--- src/rtl/nand_page_ctrl_if.sv ---
// Host-side and flash-pin bundle for the NAND page controller.
// Latency: none; plain wires grouped for port connection.
// Backpressure: cmd_valid/cmd_ready for commands, rd_valid/rd_ready for page bytes.
interface nand_page_ctrl_if;
   // host command side
   logic        cmd_valid;
   logic        cmd_ready;
   logic [1:0]  cmd_op;
   logic [31:0] cmd_addr;
   // page data stream and completion
   logic [7:0]  rd_data;
   logic        rd_valid;
   logic        rd_ready;
   logic        done;
   logic [7:0]  status;
   logic        error;
   // flash pins
   logic        CE_n;
   logic        CLE;
   logic        ALE;
   logic        WE_n;
   logic        RE_n;
   logic        WP_n;
   logic [7:0]  io_out;
   logic [7:0]  io_in;
   logic        FDataOE;
   logic        RB;

   // controller view
   modport master (
      input  cmd_valid, cmd_op, cmd_addr, rd_ready, io_in, RB,
      output cmd_ready, rd_data, rd_valid, done, status, error,
      output CE_n, CLE, ALE, WE_n, RE_n, WP_n, io_out, FDataOE
   );

   // host + flash environment view
   modport slave (
      output cmd_valid, cmd_op, cmd_addr, rd_ready, io_in, RB,
      input  cmd_ready, rd_data, rd_valid, done, status, error,
      input  CE_n, CLE, ALE, WE_n, RE_n, WP_n, io_out, FDataOE
   );
endinterface

--- src/rtl/nand_page_ctrl.sv ---
// NAND flash initiator: device reset (FFh), page read (00h/addr x4/30h + data), block erase (60h/row x2/D0h + 70h status).
// Latency: op accepted in IDLE, CMD bus cycle starts next clock; done is a one-cycle pulse, cmd_ready back the cycle after.
// Backpressure: one op in flight (cmd_ready only in IDLE); page bytes held on rd_valid until rd_ready, next RE_n fall waits for it.
// Optional busy timeout in WAIT_RB is compiled in with NAND_BUSY_TIMEOUT_EN.
module nand_page_ctrl #(
   parameter int PAGE_BYTES = 2112,
   parameter int WE_LO_CYC  = 2,
   parameter int WE_HI_CYC  = 2,
   parameter int TWB_CYC    = 10,
   parameter int TWHR_CYC   = 6
`ifdef NAND_BUSY_TIMEOUT_EN
   ,
   parameter int TIMEOUT_CYC = 400000
`endif
) (
   input  logic             clk,
   input  logic             rst,
   nand_page_ctrl_if.master bus
);

   localparam logic [1:0]  OP_RESET  = 2'b00;
   localparam logic [1:0]  OP_READ   = 2'b01;
   localparam logic [1:0]  OP_ERASE  = 2'b10;
   localparam logic [1:0]  OP_ILL    = 2'b11;

   localparam logic [15:0] LO_LEN    = 16'(WE_LO_CYC);
   localparam logic [15:0] LO_LAST   = 16'(WE_LO_CYC - 1);
   localparam logic [15:0] HI_LAST   = 16'(WE_HI_CYC - 1);
   localparam logic [15:0] WR_LAST   = 16'(WE_LO_CYC + WE_HI_CYC - 1);
   localparam logic [15:0] TWB_LAST  = 16'(TWB_CYC - 1);
   localparam logic [15:0] TWHR_LAST = 16'(TWHR_CYC - 1);
   localparam logic [11:0] BYTE_LAST = 12'(PAGE_BYTES - 1);
`ifdef NAND_BUSY_TIMEOUT_EN
   localparam logic [18:0] TMO_LAST  = 19'(TIMEOUT_CYC - 1);
`endif

   typedef enum logic [3:0] {
      IDLE,
      CMD,
      ADDR,
      CONF,
      WAIT_WB,
      WAIT_RB,
      READ_LO,
      READ_HI,
      STAT_CMD,
      STAT_WAIT,
      STAT_RD,
      DONE
   } state_t;

   state_t      state_q, state_d;
   logic [15:0] cnt_q, cnt_d;          // bus-cycle phase / wait counter
   logic [1:0]  idx_q, idx_d;          // address cycle index
   logic [11:0] byte_q, byte_d;        // page byte counter
   logic [1:0]  op_q, op_d;
   logic [31:0] addr_q, addr_d;
   logic [7:0]  rd_data_q, rd_data_d;
   logic        rd_valid_q, rd_valid_d;
   logic [7:0]  status_q, status_d;
   logic        err_q, err_d;
   logic        rb_meta_q, rb_meta_d;
   logic        rb_sync_q, rb_sync_d;
`ifdef NAND_BUSY_TIMEOUT_EN
   logic [18:0] tmo_q, tmo_d;
`endif

   logic        rd_hs;
   logic [1:0]  addr_last;
   logic        legal;
   logic        busy_op;
   logic        wr_state;
   logic [1:0]  sel;
   logic [7:0]  wr_byte;

   // Register update; rst drops straight back to IDLE without touching the flash.
   always_ff @(posedge clk) begin
      if (rst) begin
         state_q    <= IDLE;
         cnt_q      <= '0;
         idx_q      <= '0;
         byte_q     <= '0;
         op_q       <= OP_RESET;
         addr_q     <= '0;
         rd_data_q  <= '0;
         rd_valid_q <= 1'b0;
         status_q   <= '0;
         err_q      <= 1'b0;
         rb_meta_q  <= 1'b0;
         rb_sync_q  <= 1'b0;
`ifdef NAND_BUSY_TIMEOUT_EN
         tmo_q      <= '0;
`endif
      end else begin
         state_q    <= state_d;
         cnt_q      <= cnt_d;
         idx_q      <= idx_d;
         byte_q     <= byte_d;
         op_q       <= op_d;
         addr_q     <= addr_d;
         rd_data_q  <= rd_data_d;
         rd_valid_q <= rd_valid_d;
         status_q   <= status_d;
         err_q      <= err_d;
         rb_meta_q  <= rb_meta_d;
         rb_sync_q  <= rb_sync_d;
`ifdef NAND_BUSY_TIMEOUT_EN
         tmo_q      <= tmo_d;
`endif
      end
   end

   // Sequencer: next state, phase counters, byte capture and RB synchronizer.
   always_comb begin
      state_d    = state_q;
      cnt_d      = cnt_q + 16'd1;
      idx_d      = idx_q;
      byte_d     = byte_q;
      op_d       = op_q;
      addr_d     = addr_q;
      rd_data_d  = rd_data_q;
      rd_valid_d = rd_valid_q;
      status_d   = status_q;
      err_d      = err_q;
      rb_meta_d  = bus.RB;
      rb_sync_d  = rb_meta_q;
`ifdef NAND_BUSY_TIMEOUT_EN
      tmo_d      = '0;
`endif
      rd_hs      = rd_valid_q && bus.rd_ready;
      addr_last  = (op_q == OP_READ) ? 2'd3 : 2'd1;

      case (state_q)
         IDLE: begin
            cnt_d = '0;
            if (bus.cmd_valid) begin
               op_d    = bus.cmd_op;
               addr_d  = bus.cmd_addr;
               err_d   = 1'b0;
               idx_d   = '0;
               byte_d  = '0;
               state_d = CMD;
            end
         end
         CMD: begin
            if (op_q == OP_ILL) begin
               // no bus activity for an illegal op, just report it
               err_d   = 1'b1;
               cnt_d   = '0;
               state_d = DONE;
            end else if (cnt_q == WR_LAST) begin
               cnt_d   = '0;
               idx_d   = '0;
               state_d = (op_q == OP_RESET) ? WAIT_WB : ADDR;
            end
         end
         ADDR: begin
            if (cnt_q == WR_LAST) begin
               cnt_d = '0;
               if (idx_q == addr_last) begin
                  state_d = CONF;
               end else begin
                  idx_d = idx_q + 2'd1;
               end
            end
         end
         CONF: begin
            if (cnt_q == WR_LAST) begin
               cnt_d   = '0;
               state_d = WAIT_WB;
            end
         end
         WAIT_WB: begin
            // RB is not trusted until the flash has had tWB to pull it low
            if (cnt_q == TWB_LAST) begin
               cnt_d   = '0;
               state_d = WAIT_RB;
            end
         end
         WAIT_RB: begin
            cnt_d = '0;
`ifdef NAND_BUSY_TIMEOUT_EN
            tmo_d = tmo_q + 19'd1;
`endif
            if (rb_sync_q) begin
               case (op_q)
                  OP_READ:  state_d = READ_LO;
                  OP_ERASE: state_d = STAT_CMD;
                  default:  state_d = DONE;
               endcase
            end
`ifdef NAND_BUSY_TIMEOUT_EN
            else if (tmo_q == TMO_LAST) begin
               err_d   = 1'b1;
               state_d = DONE;
            end
`endif
         end
         READ_LO: begin
            // sample io on the last low cycle, just before RE_n rises
            if (cnt_q == LO_LAST) begin
               rd_data_d  = bus.io_in;
               rd_valid_d = 1'b1;
               cnt_d      = '0;
               state_d    = READ_HI;
            end
         end
         READ_HI: begin
            cnt_d = (cnt_q < HI_LAST) ? cnt_q + 16'd1 : cnt_q;
            if (rd_hs) begin
               rd_valid_d = 1'b0;
               byte_d     = byte_q + 12'd1;
            end
            if (rd_hs && (byte_q == BYTE_LAST)) begin
               cnt_d   = '0;
               state_d = DONE;
            end else if ((cnt_q >= HI_LAST) && (rd_hs || !rd_valid_q)) begin
               // next RE_n fall only once the held byte has gone
               cnt_d   = '0;
               state_d = READ_LO;
            end
         end
         STAT_CMD: begin
            if (cnt_q == WR_LAST) begin
               cnt_d   = '0;
               state_d = STAT_WAIT;
            end
         end
         STAT_WAIT: begin
            // counted after the 70h high phase, so the gap is at least tWHR
            if (cnt_q == TWHR_LAST) begin
               cnt_d   = '0;
               state_d = STAT_RD;
            end
         end
         STAT_RD: begin
            if (cnt_q == LO_LAST) begin
               status_d = bus.io_in;
               err_d    = bus.io_in[0];
               cnt_d    = '0;
               state_d  = DONE;
            end
         end
         DONE: begin
            cnt_d   = '0;
            state_d = IDLE;
         end
         default: begin
            cnt_d   = '0;
            state_d = IDLE;
         end
      endcase
   end

   // Pin and host-side output decode from the registered state.
   always_comb begin
      legal    = (op_q != OP_ILL);
      busy_op  = legal && (state_q != IDLE) && (state_q != DONE);
      wr_state = (state_q == CMD) || (state_q == ADDR) ||
                 (state_q == CONF) || (state_q == STAT_CMD);
      // erase only sends the row bytes 2 and 3
      sel      = (op_q == OP_ERASE) ? (idx_q + 2'd2) : idx_q;
      wr_byte  = 8'h00;
      case (state_q)
         CMD: begin
            case (op_q)
               OP_RESET: wr_byte = 8'hFF;
               OP_ERASE: wr_byte = 8'h60;
               default:  wr_byte = 8'h00;
            endcase
         end
         ADDR:     wr_byte = addr_q[{sel, 3'b000} +: 8];
         CONF:     wr_byte = (op_q == OP_READ) ? 8'h30 : 8'hD0;
         STAT_CMD: wr_byte = 8'h70;
         default:  wr_byte = 8'h00;
      endcase

      bus.CE_n    = !busy_op;
      bus.WP_n    = busy_op && (op_q == OP_ERASE);
      bus.WE_n    = 1'b1;
      bus.CLE     = 1'b0;
      bus.ALE     = 1'b0;
      bus.io_out  = 8'h00;
      bus.FDataOE = 1'b0;
      bus.RE_n    = !(busy_op && ((state_q == READ_LO) || (state_q == STAT_RD)));
      if (busy_op && wr_state) begin
         // latch values are presented with the WE_n fall and held through the high phase
         bus.WE_n    = (cnt_q >= LO_LEN);
         bus.CLE     = (state_q != ADDR);
         bus.ALE     = (state_q == ADDR);
         bus.io_out  = wr_byte;
         bus.FDataOE = 1'b1;
      end

      bus.cmd_ready = (state_q == IDLE);
      bus.done      = (state_q == DONE);
      bus.error     = (state_q == DONE) && err_q;
      bus.rd_valid  = rd_valid_q;
      bus.rd_data   = rd_data_q;
      bus.status    = status_q;
   end

endmodule

--- src/flat_wrapper.sv ---
// flat-port wrapper written by rule: the top's interface ports become plain ports
module nand_page_ctrl_flat 
#(
   parameter int PAGE_BYTES = 2112,
   parameter int WE_LO_CYC  = 2,
   parameter int WE_HI_CYC  = 2,
   parameter int TWB_CYC    = 10,
   parameter int TWHR_CYC   = 6

)
  (clk, rst, bus_cmd_valid, bus_cmd_op, bus_cmd_addr, bus_rd_ready, bus_io_in, bus_RB, bus_cmd_ready, bus_rd_data, bus_rd_valid, bus_done, bus_status, bus_error, bus_CE_n, bus_CLE, bus_ALE, bus_WE_n, bus_RE_n, bus_WP_n, bus_io_out, bus_FDataOE);
  nand_page_ctrl_if bus_i ();
  input  logic clk;
  input  logic rst;
  input wire logic [$bits(bus_i.cmd_valid)-1:0] bus_cmd_valid;
  input wire logic [$bits(bus_i.cmd_op)-1:0] bus_cmd_op;
  input wire logic [$bits(bus_i.cmd_addr)-1:0] bus_cmd_addr;
  input wire logic [$bits(bus_i.rd_ready)-1:0] bus_rd_ready;
  input wire logic [$bits(bus_i.io_in)-1:0] bus_io_in;
  input wire logic [$bits(bus_i.RB)-1:0] bus_RB;
  output wire logic [$bits(bus_i.cmd_ready)-1:0] bus_cmd_ready;
  output wire logic [$bits(bus_i.rd_data)-1:0] bus_rd_data;
  output wire logic [$bits(bus_i.rd_valid)-1:0] bus_rd_valid;
  output wire logic [$bits(bus_i.done)-1:0] bus_done;
  output wire logic [$bits(bus_i.status)-1:0] bus_status;
  output wire logic [$bits(bus_i.error)-1:0] bus_error;
  output wire logic [$bits(bus_i.CE_n)-1:0] bus_CE_n;
  output wire logic [$bits(bus_i.CLE)-1:0] bus_CLE;
  output wire logic [$bits(bus_i.ALE)-1:0] bus_ALE;
  output wire logic [$bits(bus_i.WE_n)-1:0] bus_WE_n;
  output wire logic [$bits(bus_i.RE_n)-1:0] bus_RE_n;
  output wire logic [$bits(bus_i.WP_n)-1:0] bus_WP_n;
  output wire logic [$bits(bus_i.io_out)-1:0] bus_io_out;
  output wire logic [$bits(bus_i.FDataOE)-1:0] bus_FDataOE;
  assign bus_i.cmd_valid = bus_cmd_valid;
  assign bus_i.cmd_op = bus_cmd_op;
  assign bus_i.cmd_addr = bus_cmd_addr;
  assign bus_i.rd_ready = bus_rd_ready;
  assign bus_i.io_in = bus_io_in;
  assign bus_i.RB = bus_RB;
  assign bus_cmd_ready = bus_i.cmd_ready;
  assign bus_rd_data = bus_i.rd_data;
  assign bus_rd_valid = bus_i.rd_valid;
  assign bus_done = bus_i.done;
  assign bus_status = bus_i.status;
  assign bus_error = bus_i.error;
  assign bus_CE_n = bus_i.CE_n;
  assign bus_CLE = bus_i.CLE;
  assign bus_ALE = bus_i.ALE;
  assign bus_WE_n = bus_i.WE_n;
  assign bus_RE_n = bus_i.RE_n;
  assign bus_WP_n = bus_i.WP_n;
  assign bus_io_out = bus_i.io_out;
  assign bus_FDataOE = bus_i.FDataOE;
  nand_page_ctrl #(.PAGE_BYTES(PAGE_BYTES), .WE_LO_CYC(WE_LO_CYC), .WE_HI_CYC(WE_HI_CYC), .TWB_CYC(TWB_CYC), .TWHR_CYC(TWHR_CYC)) u_core (.clk(clk), .rst(rst), .bus(bus_i));
endmodule
--- config.mk ---
export PLATFORM = sky130hd
export DESIGN_NAME = nand_page_ctrl_flat
export DESIGN_NICKNAME = d
export VERILOG_FILES = /design/src/rtl/nand_page_ctrl_if.sv /design/src/rtl/nand_page_ctrl.sv /design/src/flat_wrapper.sv
export SDC_FILE = /design/constraint.sdc
export NUM_CORES = 1
export LEC_CHECK = 0
export BUFFER_PORTS_ARGS = -buffer_cell sky130_fd_sc_hd__buf_2
export CAP_MARGIN = 20
export CORE_MARGIN = 2
export CORE_UTILIZATION = 50
export DETAILED_ROUTE_END_ITERATION = 10
export PLACE_DENSITY = 0.71
export SETUP_SLACK_MARGIN = 0.3
export SYNTH_ARGS = -nofsm -noshare
export SYNTH_HDL_FRONTEND = slang
export SYNTH_SLANG_ARGS = --single-unit
--- constraint.sdc ---
create_clock -name clk -period 3 [get_ports clk]
set_input_delay 0 -clock clk [delete_from_list [all_inputs] [get_ports clk]]
set_output_delay 0 -clock clk [all_outputs]
set_load 0.01 [all_outputs]
After elaboration in Yosys (flattened, before gate mapping)
Cells that the tools add are included.
{"block": "word_totals", "ff_bits": 88, "word_cells": 147}
{"block": "op_classes", "n_addsub": 4, "magnitude_cmp": 3, "eq_ne": 41, "shift": 1, "mux": 52, "n_reduce_logical": 34}
{"cell": "two-way mux 16 bit", "n": 8}
{"cell": "one-hot mux 16 bit (6 select lines)", "n": 1}
{"cell": "two-way mux 4 bit", "n": 14}
{"cell": "one-hot mux 4 bit (11 select lines)", "n": 1}
{"cell": "one-hot mux 8 bit (4 select lines)", "n": 1}
{"cell": "variable part select 32 x 6 -> 8 bit", "n": 1}
{"cell": "two-way mux 12 bit", "n": 2}
{"cell": "!= test 2 x 1 -> 1 bit, second input constant", "n": 12}
{"cell": "one-hot mux 12 bit (2 select lines)", "n": 1}
{"cell": "adder 16 x 1 -> 16 bit, second input constant", "n": 1}
{"cell": "equality test 16 x 1 -> 1 bit, second input constant", "n": 1}
{"cell": "equality test 16 x 2 -> 1 bit, second input constant", "n": 1}
{"cell": "equality test 16 x 3 -> 1 bit, second input constant", "n": 1}
{"cell": "equality test 16 x 4 -> 1 bit, second input constant", "n": 1}
{"cell": "equality test 4 x 3 -> 1 bit, second input constant", "n": 4}
{"cell": "equality test 4 bit, second input constant", "n": 4}
{"cell": "greater-or-equal comparator 16 x 1 -> 1 bit, second input constant", "n": 1}
{"cell": "greater-or-equal comparator 16 x 2 -> 1 bit, second input constant", "n": 1}
{"cell": "< comparator 16 x 1 -> 1 bit, second input constant", "n": 1}
{"cell": "two-way mux 8 bit", "n": 2}
{"cell": "one-hot mux 8 bit (2 select lines)", "n": 1}
{"cell": "two-way mux 2 bit", "n": 7}
{"cell": "adder 12 x 1 -> 12 bit, second input constant", "n": 1}
{"cell": "equality test 12 bit, second input constant", "n": 1}
{"cell": "other kinds (33)", "n": 66}

Longest topological paths before layout
Gate-level depths: netlist of the first run.
{"block": "depth", "depth_word": 6, "mapped_depth": 9, "depth_no_buf": 8}

Worst setup path before layout of the first run
OpenSTA, ideal clock, no wires.
{"block": "synth_timing", "path_type": "reg-to-reg", "from": "reg u_core.cnt_q[5]", "to": "reg u_core.cnt_q[8]", "arrival_time_ns": 2.013, "required_time_ns": 2.885, "setup_slack_ns": 0.872, "path_stages_with_launch": 8, "synth_period_minus_slack_ns": 2.128, "path_cell_list": "dfxtp_1 nor4_2 nand4_1 o31a_1 or4_4 o21ai_4 buf_6 nor2_2"}
{"block": "synth_between", "elab_chain_len": 5, "elab_cells_between_ends": 18, "cone_classes": "add/sub: 1; order compare: 2; eq/ne: 5; mux: 9; reduce/logical: 1"}
{"item": "start, declared", "line": "nand_page_ctrl.sv:53", "source": "logic [15:0] cnt_q, cnt_d;"}
{"item": "start signal, assigned", "line": "nand_page_ctrl.sv:96", "source": "cnt_q <= cnt_d;"}
{"item": "adder 16 x 1 -> 16 bit / greater-or-equal comparator 16 x 1 -> 1 bit (equally long branches)", "line": "nand_page_ctrl.sv:116, nand_page_ctrl.sv:209, nand_page_ctrl.sv:217"}
{"item": "two-way mux 16 bit / logical AND 1 bit (equally long branches)", "line": "nand_page_ctrl.sv:209, nand_page_ctrl.sv:217"}
{"item": "two-way mux 16 bit", "line": "nand_page_ctrl.sv:217", "source": "end else if ((cnt_q >= HI_LAST) && (rd_hs || !rd_valid_q)) begin"}
{"item": "two-way mux 16 bit", "line": "nand_page_ctrl.sv:214", "source": "if (rd_hs && (byte_q == BYTE_LAST)) begin"}
{"item": "one-hot mux 16 bit (6 select lines)", "line": "nand_page_ctrl.sv:133", "source": "case (state_q)"}
Parallel ways exist; a longest one is shown, timed or not. The select of a mux whose other input is x is not followed.
A chain may end at the register's enable or synchronous reset.

Worst setup path after layout of the first run
{"block": "layout_timing", "from": "reg u_core.state_q[0]", "to": "reg u_core.addr_q[5]"}
{"block": "layout_between", "elab_chain_len": 2}
{"item": "start, declared", "line": "nand_page_ctrl.sv:52", "source": "state_t state_q, state_d;"}
{"item": "start signal, assigned", "line": "nand_page_ctrl.sv:95", "source": "state_q <= state_d;"}
{"item": "zero test 4 bit", "line": "nand_page_ctrl.sv:133"}
{"item": "AND reduction 2 bit (no line)"}
{"item": "end signal, assigned", "line": "nand_page_ctrl.sv:100", "source": "addr_q <= addr_d;"}
{"item": "end, declared", "line": "nand_page_ctrl.sv:57", "source": "logic [31:0] addr_q, addr_d;"}
Every way passes these cells.

==> key figures, run 1 <==
STA
  • Slew at the pin closest to its max-slew limit: 647 ps
  • Final min period: 2470 ps
  • Period utilization: 0.824
  • Highest clock rate: 0.404 GHz
  • Slew HR: 0.568
  • RSZ-0062 raised after global routing: false
  • Clock skew: 19.3 ps
  • Final Hold Vio Count: 0
  • Final setup viols: 0
  • Setup TNS: 0 ps
  • Slew Viols, Final: 0
  • Final worst setup slack: 527 ps

Routing
  • Via-to-Cell Ratio: 5.49
  • DRC errors left: 0
  • Initial drt markers: 237
  • DRT Wirelength: 11,900 microns
  • Drt pass-1 iters: 7
  • WL/cell: 15.2 microns
  • Post-route ant nets: 0
  • Vias: 4,287

Clock tree
  • CTS tree: yes
  • Clock insertion delay at the later pin of the skew report: 370 ps
  • Clk root buf: clkbuf_8
  • CTS buffer count: 9
  • CTS Buffer Depth: 2
  • Clock slew at reported path FFs: 100 ps
  • Clock sinks: 88
  • H-Tree Level Count: 3

Final layout
  • Area Growth Syn to Fin: 25.6%
  • Post-Route Utilization: 0.648
  • Nets: 726
  • Most frequent cells in the layout: nand2_1 (107), dfxtp_1 (88), buf_2 (81), nor2_1 (55), a21oi_1 (51)
  • ANT cells: 0
  • Layout cell share with drive strength beyond 1: 0.214
  • Post-Layout Inst Area: 5680 sq um
  • Most common cell after layout, fill and taps aside: nand2_1

Setup path
  • Critical path type: register to register
  • Crit-path slowest cell: dlygate4sd3_1
  • R2R Path End: u_core.addr_q[5]
  • CP Buf/Inv Count: 3
  • Worst endpoint required time: 3320 ps
  • R2R cell count: 7
  • Crit path largest cell delay: 550 ps
  • R2r setup slk: 530 ps
  • Crit Path Max Fanout: 34
  • Crit. End Element: register
  • CP top delay family: buffers and inverters
  • Startpoint Class: register
  • Critical path cell sequence: buf_4, nor4_2, and2_1, buf_4, nand2_1, a21oi_1, dlygate4sd3_1
  • Arr. time, crit path: 2790 ps
  • Critical R2R Launch: u_core.state_q[0]
  • CP dominant cell by count: buf_4

Logic synthesis
  • Top post-synthesis cells by area: dfxtp_1 (39%), nand2_1 (8.9%), a21oi_1 (5.6%), mux2i_1 (4.6%), nor2_1 (4.6%)
  • Synthesized area per cell: 8.25 sq um
  • Mapped cell area: 4520 sq um
  • Synth warn: 0
  • Synth area leader: dfxtp_1
  • Gate Count Post-Synth: 548
  • Post-synth EDFFs: 0
  • Synth Register Bits: 88
  • Share of the synthesized area in the top cell type: 0.390
  • Distinct cell type count after synthesis: 58
  • Post-synth ARST share: 0
  • Sequential area share after synthesis: 0.390
  • Syn nets: 606
  • Synth Flop Type: dfxtp_1

Power
  • Maximum vdd drop: 0.000376 V
  • Leak: 2.22 nW
  • Power per Cell Area: 695 nW/um^2

Floorplan
  • Die Span X: 99.1 microns
  • Vert. Die Dim: 99.1 microns
  • Rows: 34
  • Die ar.: 9820 sq um
  • Core box area: 8760 sq um
  • Top Ports: 82
  • Initial Utilization: 0.516

Placement
  • Hpwl dp: 8040 microns
  • Placement Cell Area: 5010 sq um
  • Place WS: 487 ps
  • IO buf count: 81
  • Gpl congestion: 0.936

Global routing
  • Initial antenna violation count: 0
  • Total grt overflow: 0
  • Vias in the first global route: 4,289
  • Gr usage total: 0.252
  • First-pass GRT wire length: 20,100 microns
  • Pin count of the biggest net entering global routing: 53

Worst hold path
  • Hold path depth: 4
  • Class of the worst hold path: input port to register
  • Hold path endpoint: u_core.byte_q[1]
  • Hold wc startpoint: bus_cmd_valid

Status
  • Outcome: completed

Flow run
  • Max-cap check violation count: 0
cell type report:
cell class | count | area [sq um]
Fill cell | 736 | 3080
Tap cell | 108 | 135
Clock inverter | 5 | 40.0
Sequential cell | 88 | 1760
Clock buffer | 11 | 141
Inverter | 16 | 60.1
Multi-Input combinational cell | 413 | 2560
Timing Repair Buffer | 140 | 978
power by group:
part | switching [W] | internal, W | total (W)
clock | 0.000449 | 0.000328 | 0.000777
sequential | 0.000120 | 0.00130 | 0.00142
combinational | 0.00105 | 0.000700 | 0.00175
total | 0.00162 | 0.00233 | 0.00395
synth_stat cells (2+ instances only):
cell type	number
xor2_1	15
mux2i_1	21
nand2b_1	5
nand4_1	14
nand3_1	12
ha_1	11
buf_4	2
a22o_1	2
a22oi_1	2
nor4_2	5
nor4b_1	2
o31ai_1	2
or2_2	3
nand2_1	107
o31a_2	2
nor2b_1	9
inv_1	16
and3_1	3
buf_6	2
mux4_2	8
nor3_1	10
o311a_1	2
o22ai_1	3
xnor2_1	10
or3_1	2
o21ai_0	12
nor4_1	2
buf_2	3
nor2_2	11
a31oi_1	5
clkbuf_1	23
and2_1	4
a21oi_1	51
nor2_1	55
dfxtp_1	88
o31a_1	2
per-layer routing:
layer / track usage / share of wire / vias to the layer above
li1: - / - / 2129
met1: 0.316 / 0.43 / 2032
met2: 0.435 / 0.51 / 107
met3: 0.0436 / 0.049 / 19
met4: 0.0927 / 0.017 / 0
met5: 0 / 0 / -
logic make-up after synthesis:
family	share of synthesized area
simple gates	0.265
compound gates	0.136
flops	0.390
buf+inv	0.0448
mux	0.0863
xor+xnor	0.0484
fa+ha+maj	0.0304
tightest hold or removal path, stage by stage:
cell and delay (ps):
buf_2 140, a32oi_1 140, nand2_1 100, a21oi_1 50
through the flow:
| step | power, W | hold WS (ps) | std cells |
|---|---|---|---|
| floorplan | 0.00261 | 128 | 548 |
| global placement | 0.00304 | 219 | 717 |
| detailed placement | 0.00308 | 221 | 717 |
| CTS | 0.00390 | 109 | 780 |
| global route | 0.00422 | 145 | 781 |
| finish | 0.00395 | 115 | 781 |
worst max-delay path by stage:
stage | from | endpoint | slack, ps | cells after the start
2_1_floorplan | u_core.cnt_q[5] | u_core.cnt_q[8] | 870 | 7
3_3_place_gp | u_core.cnt_q[5] | u_core.cnt_q[0] | 580 | 6
3_5_place_dp | u_core.cnt_q[5] | u_core.cnt_q[0] | 490 | 6
4_1_cts | u_core.cnt_q[5] | u_core.cnt_q[2] | 490 | 6
5_1_grt | u_core.state_q[0] | u_core.addr_q[5] | 340 | 7
6_report | u_core.state_q[0] | u_core.addr_q[5] | 530 | 7
state kept, by name (all words and copies together), names as in the netlist, 2 cells and up:
| name | cells |
|---|---|
| u_core.op_q | 2 |
| u_core.bus.status | 8 |
| u_core.state_q | 4 |
| u_core.addr_q | 32 |
| u_core.bus.rd_data | 8 |
| u_core.idx_q | 2 |
| u_core.cnt_q | 16 |
| u_core.byte_q | 12 |
timing repair:
item / in CTS / in global routing
hold buffers: 47 / 0
buffers inserted: 0 / 1
gates resized for setup: 0 / 0
endpoints found under the setup margin: 0 / 1
hold endpoints to repair: 56 / 0
Note: power is estimated with default switching activity, not from simulation.
==> inputs of run 2 (changes only) <==
--- a/config.mk
+++ b/config.mk
@@ -5,6 +5,7 @@
 export SDC_FILE = /design/constraint.sdc
 export NUM_CORES = 1
 export LEC_CHECK = 0
+export ABC_AREA = 1
 export BUFFER_PORTS_ARGS = -buffer_cell sky130_fd_sc_hd__buf_2
 export CAP_MARGIN = 20
 export CORE_MARGIN = 2
==> constraint.sdc (replaced) <==
create_clock -name clk -period 2.4 [get_ports clk]
set_input_delay 0 -clock clk [delete_from_list [all_inputs] [get_ports clk]]
set_output_delay 0 -clock clk [all_outputs]
set_load 0.01 [all_outputs]
==> key figures, run 2 <==
Global routing
  • Initial antenna violation count: 0 (unchanged)
  • Vias in the first global route: 4,723 (+10%)
  • Gr usage total: 0.260 (+0.00862)
  • Pin count of the biggest net entering global routing: 47 (-11%)
  • GR Layer Usage met2: 0.468 (+0.0333)
  • M3 GR Usage: 0.0460 (+0.00239)
  • Met1 Usage GRT: 0.305 (-0.0113)
  • First-pass GRT wire length: 21,000 microns (+4.2%)
  • Top Usage Layer GRT: met2
  • Total grt overflow: 0 (unchanged)

Logic synthesis
  • Top post-synthesis cells by count: nand2_1 (137), nor2_1 (114), dfxtp_1 (88)
  • Synth Flop Type: dfxtp_1
  • Synth warn: 0 (unchanged)
  • Share of the synthesized area in the top cell type: 0.383 (-0.00668)
  • Syn nets: 746 (+23%)
  • Gate Count Post-Synth: 688 (+26%)
  • Top post-synthesis cells by area: dfxtp_1 (38%), nand2_1 (11%), nor2_1 (9.3%), o21ai_0 (7.7%), a21oi_1 (6.4%)
  • Post-synth ARST share: 0 (unchanged)
  • Post-synth EDFFs: 0 (unchanged)
  • Sequential area share after synthesis: 0.383 (-0.00668)
  • Synthesized area per cell: 6.69 sq um (-19%)
  • Mapped cell area: 4600 sq um (+1.7%)
  • Synth Register Bits: 88 (unchanged)
  • Distinct cell type count after synthesis: 38 (-34%)
  • Synth area leader: dfxtp_1
  • Dominant cell by count in the synthesized netlist: nand2_1

Setup path
  • Critical path type: register to output pin
  • Startpoint Class: register
  • Worst endpoint required time: 2400 ps (-920 ps)
  • Arr. time, crit path: 2050 ps (-740 ps)
  • Crit Path Max Fanout: 3 (-91%)
  • Crit. End Element: output pin
  • R2R cell count: 12 (+5)

Routing
  • Initial drt markers: 279 (+18%)
  • Post-route ant nets: 0 (unchanged)
  • DRT Wirelength: 12,800 microns (+8.1%)
  • Via-to-Cell Ratio: 5.27 (-4.0%)
  • Drt pass-1 iters: 7 (unchanged)
  • WL/cell: 13.7 microns (-9.9%)
  • Vias: 4,938 (+15%)
  • DRC errors left: 0 (unchanged)

Placement
  • Hpwl dp: 8500 microns (+5.7%)
  • Dpl cells: 866 (+21%)
  • Gpl congestion: 0.907 (-3.1%)
  • IO buf count: 81 (unchanged)

Final layout
  • Biggest regs: u_core.addr_q x32, u_core.cnt_q x16, u_core.byte_q x12
  • Largest register FFs: 32 (unchanged)
  • Area Growth Syn to Fin: 29.7%
  • Layout cell share with drive strength beyond 1: 0.205 (-0.00937)
  • Most common cell after layout, fill and taps aside: nand2_1
  • Non-filler cells, final: 937 (+20%)
  • Most frequent cells in the layout: nand2_1 (135), nor2_1 (112), dfxtp_1 (83), buf_2 (81), inv_1 (72)
  • ANT cells: 0 (unchanged)
  • Largest reg by FF count: u_core.addr_q
  • Nets: 879 (+21%)

STA
  • Slew Viols, Final: 0 (unchanged)
  • Slew at the pin closest to its max-slew limit: 553 ps (-94.3 ps)
  • Slew HR: 0.631 (+0.0633)
  • Final Hold Vio Count: 0 (unchanged)
  • Period utilization: 0.854
  • Clock skew: 16.4 ps (-2.92 ps)
  • Final setup viols: 0 (unchanged)
  • RSZ-0062 raised after global routing: true
  • Highest clock rate: 0.488 GHz
  • Setup TNS: 0 ps (unchanged)
  • Final min period: 2050 ps

Floorplan
  • Vert. Die Dim: 99.9 microns (+0.83%)
  • Rows: 35 (+2.9%)
  • Core box area: 9060 sq um (+3.4%)
  • Die Span X: 99.9 microns (+0.83%)
  • Die ar.: 9990 sq um (+1.7%)
  • Top Ports: 82 (unchanged)
  • Initial Utilization: 0.508 (-0.00847)

Clock tree
  • Clock insertion delay at the later pin of the skew report: 370 ps (about the same)
  • Clock sinks: 88 (unchanged)
  • H-Tree Level Count: 3 (unchanged)
  • CTS Buffer Depth: 2 (unchanged)
  • Clk root buf: clkbuf_8
  • Clock slew at reported path FFs: 90 ps (about the same)
  • CTS buffer count: 9 (unchanged)
  • CTS tree: yes

Status
  • Outcome: completed

Power
  • Power per Cell Area: 914 nW/um^2 (+31%)
  • Maximum vdd drop: 0.000527 V (+40%)
  • Leak: 2.64 nW (+19%)

Worst hold path
  • Class of the worst hold path: input port to register
  • Hold path depth: 4 (unchanged)

Flow run
  • Max-cap check violation count: 0 (unchanged)
-- run 2: what timing repair did --
item	4_1_cts	5_1_grt
hold endpoints to repair	51	0
gates resized for setup	12	25
gates cloned	1	0
setup endpoints to repair	7	33
pin swaps	0	7
hold buffers	43	0
setup buffers	0	11
-- run 2: power breakdown --
| group | internal (W) | switching (W) | total, W | leakage [nW] |
|---|---|---|---|---|
| logic | 0.000847 | 0.00150 | 0.00234 | 1.80 |
| clock network | 0.000632 | 0.000589 | 0.00122 | 0.119 |
| registers | 0.00172 | 0.000163 | 0.00189 | 0.721 |
| total | 0.00320 | 0.00225 | 0.00545 | 2.64 |
-- run 2: per-layer routing --
layer / part of all wire / vias up
li1: - / 2481
met1: 0.42 / 2250
met2: 0.50 / 170
met3: 0.050 / 37
met4: 0.032 / 0
met5: 0 / -
-- run 2: final cells by class --
cell class / count / area [sq um]
clock inverter: 6 / 97.6
fill: 814 / 3100
sequential: 88 / 1780
timing repair buffer: 142 / 982
tap: 111 / 139
clock buffer: 10 / 138
inverter: 83 / 315
multi-input combinational: 497 / 2520
-- run 2: cells by family after synthesis --
logic type      share of synthesized area
compound gates                      0.176
xor+xnor                           0.0133
fa+ha+maj                          0.0299
buf+inv                            0.0876
flops                               0.383
simple gates                        0.311
-- run 2: critical path: stages (launching register included) --
cell and delay [ps]:
dfxtp_4 380, inv_4 40, ha_4 170, xnor2_2 150
buf_6 130, buf_4 120, o21ai_0 220, a21oi_1 60
o21ai_0 160, a21oi_1 100, buf_2 150
-- run 2: through the flow --
stage / cell area [sq um] / total power, W / hold WS [ps] / worst slack [ps] / util
6_report: 5970 / 0.00545 / 37.0 / 349 / 0.658
3_3_place_gp: 5100 / 0.00386 / 211 / 453 / 0.562
5_1_grt: 5970 / 0.00584 / 62.7 / 249 / 0.658
2_1_floorplan: 4600 / 0.00336 / 107 / 726 / -
3_5_place_dp: 5100 / 0.00388 / 211 / 406 / 0.562
4_1_cts: 5800 / 0.00520 / 13.8 / 273 / 0.639
-- run 2: final timing paths --
check | startpoint | endpoint | slack [ps]
worst max-delay path | u_core.op_q[0] | bus_io_out[5] | 350
worst min-delay path | bus_rd_ready | u_core.bus.rd_valid | 40
worst max register to register | u_core.byte_q[1] | u_core.cnt_q[5] | 470
worst min register to register | u_core.rb_meta_q | u_core.rb_sync_q | 410
